**config.mk**
```make
export PLATFORM = sky130hd
export DESIGN_NAME = ex_pipe_ctrl
export DESIGN_NICKNAME = d
export VERILOG_FILES = /design/src/rtl/ex_pipe_ctrl.sv
export SDC_FILE = /design/constraint.sdc
export NUM_CORES = 1
export LEC_CHECK = 0
export CORE_MARGIN = 2
export CORE_UTILIZATION = 30
export CTS_BUF_LIST = sky130_fd_sc_hd__clkbuf_16
export DETAILED_ROUTE_END_ITERATION = 10
export GPL_ROUTABILITY_DRIVEN = 0
export SLEW_MARGIN = 25
export SYNTH_ARGS = -nofsm -noshare
export SYNTH_HDL_FRONTEND = slang
export SYNTH_SLANG_ARGS = --single-unit
```
**constraint.sdc**
```tcl
create_clock -name clk -period 1.5 [get_ports clk]
set_input_delay 0.3 -clock clk [delete_from_list [all_inputs] [get_ports clk]]
set_output_delay 0.3 -clock clk [all_outputs]
set_load 0.02 [all_outputs]
```
**src/rtl/ex_pipe_ctrl.sv**
```systemverilog
// Execute-pipe sequencer: per-stage valid/ROB/exception tracking, stage load enables,
// and ROB completion arbitration (pipe tail over ALU). Optional macro: EX_PIPE_STALL_CNT_EN.
module ex_pipe_ctrl #(
  parameter int N_STAGES  = 4,
  parameter int ROB_IDX_W = 4,
  parameter int EXC_W     = 3
) (
  input  logic                 clk,
  input  logic                 reset,
  input  logic                 in_mc_valid,
  output logic                 out_mc_ready,
  input  logic [ROB_IDX_W-1:0] in_mc_rob_idx,
  input  logic [EXC_W-1:0]     in_mc_exc,
  input  logic                 in_alu_valid,
  output logic                 out_alu_ready,
  input  logic [ROB_IDX_W-1:0] in_alu_rob_idx,
  input  logic [EXC_W-1:0]     in_alu_exc,
  input  logic                 in_flush,
  output logic [N_STAGES-1:0]  out_stage_en,
  output logic [N_STAGES-1:0]  out_stage_valid,
  output logic                 out_cmpl_valid,
  output logic                 out_cmpl_sel,
  output logic [ROB_IDX_W-1:0] out_cmpl_rob_idx,
  output logic [EXC_W-1:0]     out_cmpl_exc,
  input  logic                 in_cmpl_ready
`ifdef EX_PIPE_STALL_CNT_EN
  ,
  output logic [31:0]          out_stall_cnt
`endif
);

  logic [N_STAGES-1:0]  r_v;
  logic [ROB_IDX_W-1:0] r_rob [N_STAGES];
  logic [EXC_W-1:0]     r_exc [N_STAGES];

  logic                 w_mc_fire;
  logic [N_STAGES-1:0]  w_adv;
  logic                 w_issue;
  logic                 w_tail_v;

  assign w_tail_v  = r_v[N_STAGES-1];
  assign w_mc_fire = w_tail_v & in_cmpl_ready;

  // A stage advances if any stage at or beyond it is empty, or the tail drains.
  always_comb begin
    logic w_all_full;
    w_all_full = 1'b1;
    w_adv      = '0;
    for (int i = N_STAGES - 1; i >= 0; i--) begin
      w_all_full = w_all_full & r_v[i];
      w_adv[i]   = ~w_all_full | w_mc_fire;
    end
  end

  assign out_mc_ready    = w_adv[0] & ~in_flush;
  assign w_issue         = in_mc_valid & out_mc_ready;
  assign out_stage_en    = w_adv;
  assign out_stage_valid = r_v;

  always_ff @(posedge clk) begin
    if (reset) begin
      r_v <= '0;
      for (int i = 0; i < N_STAGES; i++) begin
        r_rob[i] <= '0;
        r_exc[i] <= '0;
      end
    end else begin
      if (w_adv[0]) begin
        r_v[0]   <= w_issue;
        r_rob[0] <= in_mc_rob_idx;
        r_exc[0] <= in_mc_exc;
      end
      for (int i = 1; i < N_STAGES; i++) begin
        if (w_adv[i]) begin
          r_v[i]   <= r_v[i-1];
          r_rob[i] <= r_rob[i-1];
          r_exc[i] <= r_exc[i-1];
        end
      end
      // Flush overrides any shift or issue on the valid bits only.
      if (in_flush) r_v <= '0;
    end
  end

  assign out_cmpl_valid   = w_tail_v | in_alu_valid;
  assign out_cmpl_sel     = w_tail_v;
  assign out_cmpl_rob_idx = w_tail_v ? r_rob[N_STAGES-1] : in_alu_rob_idx;
  assign out_cmpl_exc     = w_tail_v ? r_exc[N_STAGES-1] : in_alu_exc;
  assign out_alu_ready    = in_cmpl_ready & ~w_tail_v;

`ifdef EX_PIPE_STALL_CNT_EN
  logic [31:0] r_stall_cnt;
  logic        w_stall;

  assign w_stall = (w_tail_v & ~in_cmpl_ready) | (in_alu_valid & ~out_alu_ready);

  always_ff @(posedge clk) begin
    if (reset) begin
      r_stall_cnt <= '0;
    end else if (w_stall && (r_stall_cnt != 32'hFFFF_FFFF)) begin
      r_stall_cnt <= r_stall_cnt + 32'd1;
    end
  end

  assign out_stall_cnt = r_stall_cnt;
`endif

endmodule

```
==> run_results.csv, run 1 <==
group,metric,value,unit
detailed_routing,ant_nets,0,
timing,finalSetupViolCount,7,
power,p_per_area,939,nW/um^2
detailed_routing,drt-wirelength-per-cell,12.2,um
global_routing,use_met2,0.213,
timing,rsz0062_at_grt,"true",
global_routing,top_usage_layer,"met2",
final_layout,fillers,467,
power,comb_power_share,0.093,
synth,netlist.area_leader.share,0.551,
outcome,violations,"negative setup slack",
final_layout,final_area,2230,sq um
worst_setup_path,worstSetupPathType,"reg2out",
worst_setup_path,cp.arrival,1.30,ns
synth,synth_cell_types,23,
power,p_seq_frac,0.475,
detailed_routing,drt_wl_total,2740,um
power,pwr-share-clk,0.432,
detailed_routing,drtPass1Iterations,4,
clock_network,cts_sinks,32,
timing,fin_tns_setup,-0.425,ns
final_layout,area_delta_synth_final,46.3,%
timing,slew_headroom,0.798,
global_routing,antenna_found_initial,0,
final_layout,drive_gt1_frac,0.430,
timing,hold_viol,0,
global_routing,grt_max_degree,19,
worst_setup_path,cp-end-kind,"output pin",
synth,yosysSeqAreaShare,0.603,
clock_network,worstSkewPairLatency,0.27,ns
detailed_routing,vias,977,
power,p_int,1.70,mW
global_routing,grt_pass1_wl,4460,um
synth,yosys-top-cells-area,"edfxtp_1, nor3b_2, dfxtp_1, mux2_2, nor3b_1",
synth,synth.cell_area,1530,sq um
global_routing,grtUsageTotal,0.110,
global_routing,met1_usage,0.0963,
global_routing,grt.met3_usage,0.0489,
floorplanning,fp-row-count,25,
detailed_routing,drc_errors,0,
clock_network,cts_buffers,5,
synth,ys.warnings.count,0,
timing,fin_worst_skew,0.00315,ns
detailed_routing,drt-initial-drc-count,16,
power,p_switching,0.394,mW
synth,synth_top_cell_by_area,"edfxtp_1",
timing,holdWs,0.560,ns
clock_network,cts_tree,"built",
detailed_routing,vias_per_cell,4.34,
min_path,hold_class,"reg2reg",
flow_run,max_cap_viol_count,0,
timing,maxSlewViolCount,0,
timing,fmax,627,MHz
synth,ys_ff_latch,32,
synth,mappedNetlistNets,125,
timing,tightestPinTransition,0.304,ns
power,total_power,2.10,mW
timing,fin_crit,1.60,ns
synth,syn_area_per_cell,14.5,sq um
outcome,outcome,"complete, but fails checks",
floorplanning,dieArea,5670,sq um
final_layout,diodes,0,
power,switching_share,0.188,
global_routing,grt_pass1_vias,1020,
worst_setup_path,required,1.20,ns
worst_setup_path,critPathMaxFanout,7,
synth,synthCells,105,
clock_network,hold_buffers,0,
worst_setup_path,cp-start-kind,"flip-flop",
clock_network,cts_buffer_depth,2,
power,leakage,0.915,nW
floorplanning,design.core.area,4820,sq um
timing,finalWorstSetupSlack,-0.0961,ns
clock_network,cts-htree-levels,2,
clock_network,clk_pin_slew,0.05,ns
clock_network,cts_root_buf,"clkbuf_16",
final_layout,nets,178,
place,detailed_place.area,2040,sq um
place,io_buffers,38,
floorplanning,dieHeight,75.3,um
floorplanning,top_level_ports,39,
global_routing,overflow,0,
place,dp_hpwl,2020,um
floorplanning,start_util,0.317,
floorplanning,fp.dieW,75.3,um
timing,period_share,1.06,
power,ir_drop,0.520,mV
-- sequential cells by signal (all words and copies together), names as in the netlist --
signal / count
r_rob: 16
r_exc: 12
out_stage_valid: 4
-- worst max-delay path, stage by stage, from the launching register on --
cell and delay (ns):
dfxtp_4 0.35, buf_12 0.13, buf_6 0.11, mux2_4 0.29, buf_6 0.13
-- cell families (layout without fill, tap and decap cells) --
group | count (synthesis) | after routing | synth area share
flip-flops | 32 | 32 | 0.603
AO/OA/AOI/OAI | 12 | 12 | 0.0525
buffers and inverters | 14 | 67 | 0.0574
multiplexers | 7 | 7 | 0.0516
AND/OR/NAND/NOR | 40 | 40 | 0.235
-- worst paths after layout --
path | start | endpoint | slack [ns] | cells after the start
worst max-delay path | out_stage_valid[3] | out_cmpl_exc[1] | -0.1 | 4
worst max register to register | out_stage_valid[3] | r_exc[3][1] | 0.08 | 4
worst min-delay path | r_exc[2][2] | r_exc[3][2] | 0.56 | 1
worst min register to register | r_exc[2][2] | r_exc[3][2] | 0.56 | 1
-- cells in the final DEF (no fill, tap or decap), types with 2 or more instances in the layout --
master	instances
mux2_4	4
nor3b_1	8
buf_2	2
nor3b_2	14
o21a_1	3
dfxtp_1	3
a21oi_1	7
buf_4	16
clkdlybuf4s50_1	18
clkbuf_16	5
buf_6	13
dlygate4sd2_1	6
nand2b_1	8
inv_1	3
edfxtp_1	28
nand3b_1	2
mux2_2	3
-- repair_timing --
action / 4_1_cts / 5_1_grt
setup buffers: 3 / 1
pin swaps: 0 / 1
setup endpoints to repair: 47 / 25
gates resized for setup: 87 / 6
-- Yosys cell counts (all sizes together) --
cell type / instances
edfxtp: 28
nor3b: 22
buf: 9
nand2b: 9
a21oi: 8
mux2: 7
dfxtp: 4
inv: 3
o21a: 3
clkbuf: 2
nand3b: 2
a22o: 1
and2b: 1
and3b: 1
and4b: 1
nand2: 1
nor2: 1
nor2b: 1
or2: 1
-- metal layers --
layer / routed length (um) / vias up
met5: 0 / -
met4: 49 / 0
met3: 189 / 7
met2: 1530 / 37
met1: 968 / 448
li1: - / 485
-- stage by stage --
stage          cells  setup slack, ns  utilization
2_1_floorplan    105           0.0262            -
3_3_place_gp     214           -0.588        0.423
3_5_place_dp     214           -0.598        0.423
4_1_cts          224           -0.101        0.458
5_1_grt          225           -0.127        0.464
6_report         225          -0.0961        0.464
-- final cells by class --
type	count	area [sq um]	area share
multi-input combinational	59	539	0.241
timing repair buffer	57	541	0.242
clock buffer	5	125	0.0560
clock inverter	2	8.76	0.00392
sequential	32	925	0.414
inverter	3	11.3	0.00504
tap	67	83.8	0.0375
-- power groups by stage --
stage / clock network, mW / logic, mW / registers, mW
after CTS: 0.936 / 0.194 / 0.996
after global placement: 0 / 0.182 / 1.01
after detailed placement: 0 / 0.189 / 1.01
after global routing: 0.984 / 0.209 / 0.997
final: 0.906 / 0.194 / 0.997
after floorplan: 0 / 0.0843 / 1.01
No activity file was read; power rests on OpenSTA's default activity.
==> run 2: changes to the inputs <==
- MAX_ROUTING_LAYER: not set -> met4
==> run 2 against run 1 <==
Cell area unchanged. Via count fell by 0.51%. Combinational power about the same. Final cell count unchanged. Global-route usage increased by 0.31 points. Register-to-register slack barely moved. Non-clock buffer count unchanged. The run still ends with negative setup slack left. First-iteration DRC count is 6.3% higher. Critical endpoint unchanged. Worst hold slack is essentially flat. Setup slack hardly changed. Critical path type unchanged.
==> run_results.csv, run 2 (synthesized netlist as in run 1, its figures left out) <==
group,metric,value,unit
detailed_routing,drt_wl_total,2740,um
worst_setup_path,required,1.20,ns
detailed_routing,drt-wirelength-per-cell,12.2,um
clock_network,cts_buffers,5,
clock_network,cts-htree-levels,2,
timing,slew_headroom,0.798,
final_layout,multiInputGateArea,539,sq um
detailed_routing,drc_errors,0,
min_path,hold_start,"r_exc[2][2]",
timing,rsz0062_at_grt,"true",
timing,fin_tns_setup,-0.425,ns
clock_network,clk_pin_slew,0.05,ns
clock_network,cts_sinks,32,
timing,hold_viol,0,
global_routing,grt_max_degree,19,
outcome,outcome,"complete, but fails checks",
final_layout,largest_reg_flops,16,
final_layout,diodes,0,
detailed_routing,routed.top_layer,"met4",
final_layout,finalNonFillerCells,225,
floorplanning,fp-row-count,25,
final_layout,nets,178,
worst_setup_path,cp.arrival,1.30,ns
global_routing,grtUsageTotal,0.113,
clock_network,hold_buffers,0,
worst_setup_path,rr_startpoint,"out_stage_valid[3]",
timing,maxSlewViolCount,0,
worst_setup_path,reg2reg_depth,4,
global_routing,antenna_found_initial,0,
final_layout,drive_gt1_frac,0.430,
clock_network,worstSkewPairLatency,0.27,ns
floorplanning,start_util,0.317,
worst_setup_path,cp-start-kind,"flip-flop",
global_routing,grt_pass1_wl,4450,um
detailed_routing,wl_met1,979,um
timing,fmax,627,MHz
place,io_buffers,38,
final_layout,regMostFlops,"r_rob",
place,dp.cells,214,
detailed_routing,drt-initial-drc-count,17,
flow_run,max_cap_viol_count,0,
power,total_power,2.10,mW
detailed_routing,wl_met3,183,um
detailed_routing,vias,972,
power,p_per_area,939,nW/um^2
timing,period_share,1.06,
floorplanning,top_level_ports,39,
power,leakage,0.915,nW
floorplanning,dieArea,5670,sq um
worst_setup_path,worstSetupPathType,"reg2out",
detailed_routing,vias_per_cell,4.32,
worst_setup_path,r2r_slack,0.08,ns
timing,fin_crit,1.60,ns
final_layout,layout_commonest_cell,"edfxtp_1",
clock_network,cts_tree,"built",
global_routing,grt_pass1_vias,1018,
power,ir_drop,0.519,mV
detailed_routing,wl_met2,1520,um
timing,holdWs,0.560,ns
global_routing,overflow,0,
detailed_routing,drtPass1Iterations,4,
timing,fin_worst_skew,0.00272,ns
final_layout,post-route-util,0.464,
final_layout,regArea,925,sq um
final_layout,fillers,467,
floorplanning,fp.dieW,75.3,um
worst_setup_path,critPathMaxFanout,7,
final_layout,layout_common_cells,"edfxtp_1, clkdlybuf4s50_1, buf_4",
min_path,hold_class,"reg2reg",
place,dp_hpwl,2020,um
detailed_routing,ant_nets,0,
clock_network,cts_root_buf,"clkbuf_16",
timing,finalWorstSetupSlack,-0.0961,ns
min_path,hold_path_end,"r_exc[3][2]",
final_layout,area_delta_synth_final,46.3,%
worst_setup_path,cp-end-kind,"output pin",
clock_network,cts_buffer_depth,2,
floorplanning,design.core.area,4820,sq um
timing,finalSetupViolCount,7,
timing,tightestPinTransition,0.303,ns
outcome,violations,"negative setup slack",
floorplanning,dieHeight,75.3,um
worst_setup_path,reg2reg_to,"r_exc[3][1]",
min_path,holdPathStages,1,
## run 2: cell counts in the layout (fill, tap and decap cells not counted)
Identical to the previous run, type by type.
## run 2: per-stage QoR
stage	setup slack, ns	instance area [sq um]
3_5_place_dp	-0.598	2040
5_1_grt	-0.127	2230
3_3_place_gp	-0.588	2040
4_1_cts	-0.101	2210
6_report	-0.0961	2230
2_1_floorplan	0.0262	1530
## run 2: layer usage
metal	global-route usage	vias up
met5	-	-
met2	0.213	38
met3	0.0476	7
li1	-	483
met4	0.0468	0
met1	0.0963	444
## run 2: timing repair
item,in CTS,in global routing
buffers inserted,3,1
setup endpoints to repair,47,25
pin swaps,0,1
resized for setup,87,6
hold endpoints to repair,0,0
## run 2: layout make-up
cell class,instances,share of cell area
repair buffers,57,0.242
clock buffers,5,0.0560
well taps,67,0.0375
clock inverters,2,0.00392
inverters,3,0.00504
multi-input cells,59,0.241
flip-flops and latches,32,0.414
## run 2: worst max path at each step
stage               slack [ns]                   to          startpoint
global placement         -0.59         out_mc_ready       in_cmpl_ready
global route             -0.13  out_cmpl_rob_idx[0]  out_stage_valid[3]
CTS                      -0.10      out_cmpl_exc[1]  out_stage_valid[3]
finish                    -0.1      out_cmpl_exc[1]  out_stage_valid[3]
floorplan                 0.03          r_exc[2][0]  out_stage_valid[3]
detailed placement       -0.60         out_mc_ready       in_cmpl_ready
## run 2: power breakdown
part	leakage [nW]	internal [mW]	switching, mW
Clock	0.0709	0.592	0.315
Combinational	0.475	0.120	0.0739
Sequential	0.369	0.990	0.00673
## run 2: critical path: stages, from the launching register on
cell and delay (ns):
dfxtp_4 0.35, buf_12 0.13, buf_6 0.11, mux2_4 0.29
buf_6 0.13
==> run 3: changes to the inputs <==
--- a/config.mk
+++ b/config.mk
@@ -7,2 +7,3 @@
 export LEC_CHECK = 0
+export CAP_MARGIN = 20
 export CORE_MARGIN = 2
==> constraint.sdc (replaced) <==
create_clock -name clk -period 1.5 [get_ports clk]
set_input_delay 0.225 -clock clk [delete_from_list [all_inputs] [get_ports clk]]
set_output_delay 0.225 -clock clk [all_outputs]
set_load 0.02 [all_outputs]
==> run 3 against run 2 <==
The flow now finishes without violations. Clock power rose by 0.6%. Global-route usage fell by 1.1 points. Utilization fell by 1.6 points. Clock skew barely moved. Routed wire length fell by 9.4%. Critical path depth fell by 1. Setup slack improved by 0.11 ns. First-iteration DRC count fell by 47%. Die area did not move. Non-clock buffer count fell by 4.
==> run_results.csv, run 3 (synthesized netlist as in run 1, its figures left out) <==
group,metric,value,unit
timing,period_share,0.989,
timing,tightestPinTransition,0.297,ns
clock_network,cts_tree,"built",
worst_setup_path,cp-end-kind,"output pin",
global_routing,grt_pass1_wl,4080,um
timing,maxSlewViolCount,0,
power,p_per_area,971,nW/um^2
place,dp_hpwl,1900,um
timing,slew_headroom,0.801,
detailed_routing,wl_met1,830,um
floorplanning,fp-row-count,25,
outcome,outcome,"complete, no violations",
clock_network,cts_sinks,32,
worst_setup_path,critPathCapture,"out_cmpl_rob_idx[2]",
detailed_routing,routed.top_layer,"met4",
clock_network,cts_buffers,5,
detailed_routing,wl_met3,224,um
global_routing,grtUsageTotal,0.102,
clock_network,cts-htree-levels,2,
power,total_power,2.09,mW
detailed_routing,drt-initial-drc-count,9,
place,dp.cells,213,
clock_network,clk_pin_slew,0.05,ns
floorplanning,start_util,0.317,
worst_setup_path,reg2reg_to,"r_exc[0][0]",
clock_network,cts_buffer_depth,2,
timing,fin_worst_skew,0.00294,ns
floorplanning,top_level_ports,39,
final_layout,regMostFlops,"r_rob",
floorplanning,dieHeight,75.3,um
final_layout,nets,174,
floorplanning,design.core.area,4820,sq um
global_routing,overflow,0,
timing,rsz0062_at_grt,"true",
detailed_routing,wl_met2,1380,um
final_layout,layout_commonest_cell,"edfxtp_1",
floorplanning,fp.dieW,75.3,um
final_layout,largest_reg_flops,16,
global_routing,grt_max_degree,19,
final_layout,diodes,0,
worst_setup_path,critPathMaxFanout,8,
place,io_buffers,38,
timing,fmax,674,MHz
final_layout,layout_common_cells,"edfxtp_1, clkdlybuf4s50_1, nor3b_2, buf_4, buf_6",
timing,finalSetupViolCount,0,
detailed_routing,drtPass1Iterations,4,
detailed_routing,ant_nets,0,
detailed_routing,drt-wirelength-per-cell,11.2,um
global_routing,antenna_found_initial,0,
worst_setup_path,cp-start-kind,"flip-flop",
min_path,hold_class,"reg2reg",
timing,fin_crit,1.48,ns
power,ir_drop,0.552,mV
clock_network,cts_root_buf,"clkbuf_16",
final_layout,area_delta_synth_final,41.1,%
power,leakage,0.874,nW
flow_run,max_cap_viol_count,0,
final_layout,post-route-util,0.447,
detailed_routing,vias,971,
detailed_routing,vias_per_cell,4.39,
worst_setup_path,cp.arrival,1.26,ns
worst_setup_path,required,1.27,ns
final_layout,drive_gt1_frac,0.396,
timing,hold_viol,0,
global_routing,grt_pass1_vias,985,
clock_network,worstSkewPairLatency,0.27,ns
worst_setup_path,r2r_slack,0.14,ns
final_layout,finalNonFillerCells,221,
worst_setup_path,reg2reg_depth,4,
worst_setup_path,rr_startpoint,"out_stage_valid[3]",
worst_setup_path,worstSetupPathType,"reg2out",
detailed_routing,drt_wl_total,2480,um
detailed_routing,drc_errors,0,
floorplanning,dieArea,5670,sq um
worst_setup_path,crit_start,"out_stage_valid[3]",
## run 3: cell count changes in the layout (fill, tap and decap cells not counted), sizes merged
cell | previous run | this run
clkbuf | 5 | 7
clkdlybuf4s15 | 1 | 0
buf | 32 | 25
dlygate4sd2 | 6 | 8
## run 3: worst min-delay path by stage
stage                                   from                  to  slack [ns]  depth (start not counted)
final                            r_exc[2][2]         r_exc[3][2]        0.56                          1
after global routing             in_mc_valid  out_stage_valid[0]        0.57                          2
after CTS                 out_stage_valid[1]  out_stage_valid[2]        0.57                          2
after detailed placement         r_rob[2][2]         r_rob[3][2]        0.55                          1
after global placement    out_stage_valid[1]  out_stage_valid[2]        0.55                          2
after floorplan                  in_mc_valid  out_stage_valid[0]        0.35                          1
## run 3: layout make-up
| cell class | instances | area (sq um) |
|---|---|---|
| fill | 493 | 2660 |
| sequential | 32 | 925 |
| multi-input combinational | 59 | 524 |
| timing repair buffer | 53 | 477 |
| clock buffer | 5 | 125 |
| tap | 67 | 83.8 |
| inverter | 3 | 11.3 |
| clock inverter | 2 | 8.76 |
## run 3: power by group
group	total, mW	switching [mW]	internal (mW)
clock network	0.912	0.320	0.592
logic	0.185	0.0701	0.115
registers	0.996	0.00637	0.990
total	2.09	0.396	1.70
## run 3: metrics by stage
| step | cell area (sq um) | hold slack (ns) | setup TNS, ns | worst slack, ns |
|---|---|---|---|---|
| global route | 2150 | 0.575 | -0.131 | -0.0244 |
| detailed placement | 2020 | 0.550 | -14.90 | -0.462 |
| finish | 2150 | 0.560 | 0 | 0.0169 |
| floorplan | 1530 | 0.349 | 0 | 0.0262 |
| CTS | 2120 | 0.566 | -0.0298 | -0.0145 |
| global placement | 2020 | 0.549 | -12.95 | -0.444 |
## run 3: per-layer routing
layer	vias up	GRT usage
li1	476	-
met5	-	-
met4	0	0.0526
met1	452	0.0857
met3	7	0.0476
met2	36	0.186
## run 3: worst max-delay path, cell delays in order (launching register included)
cell     delay, ns
dfxtp_4       0.37
buf_6         0.14
mux2_2        0.34
buf_6         0.13
## run 3: timing repair
item | in CTS | in global routing
buffers inserted | 1 | 0
gates resized for setup | 54 | 21
endpoints found under the setup margin | 33 | 17
hold buffers | 0 | 0
hold endpoints to repair | 0 | 0
pin swaps | 1 | 0
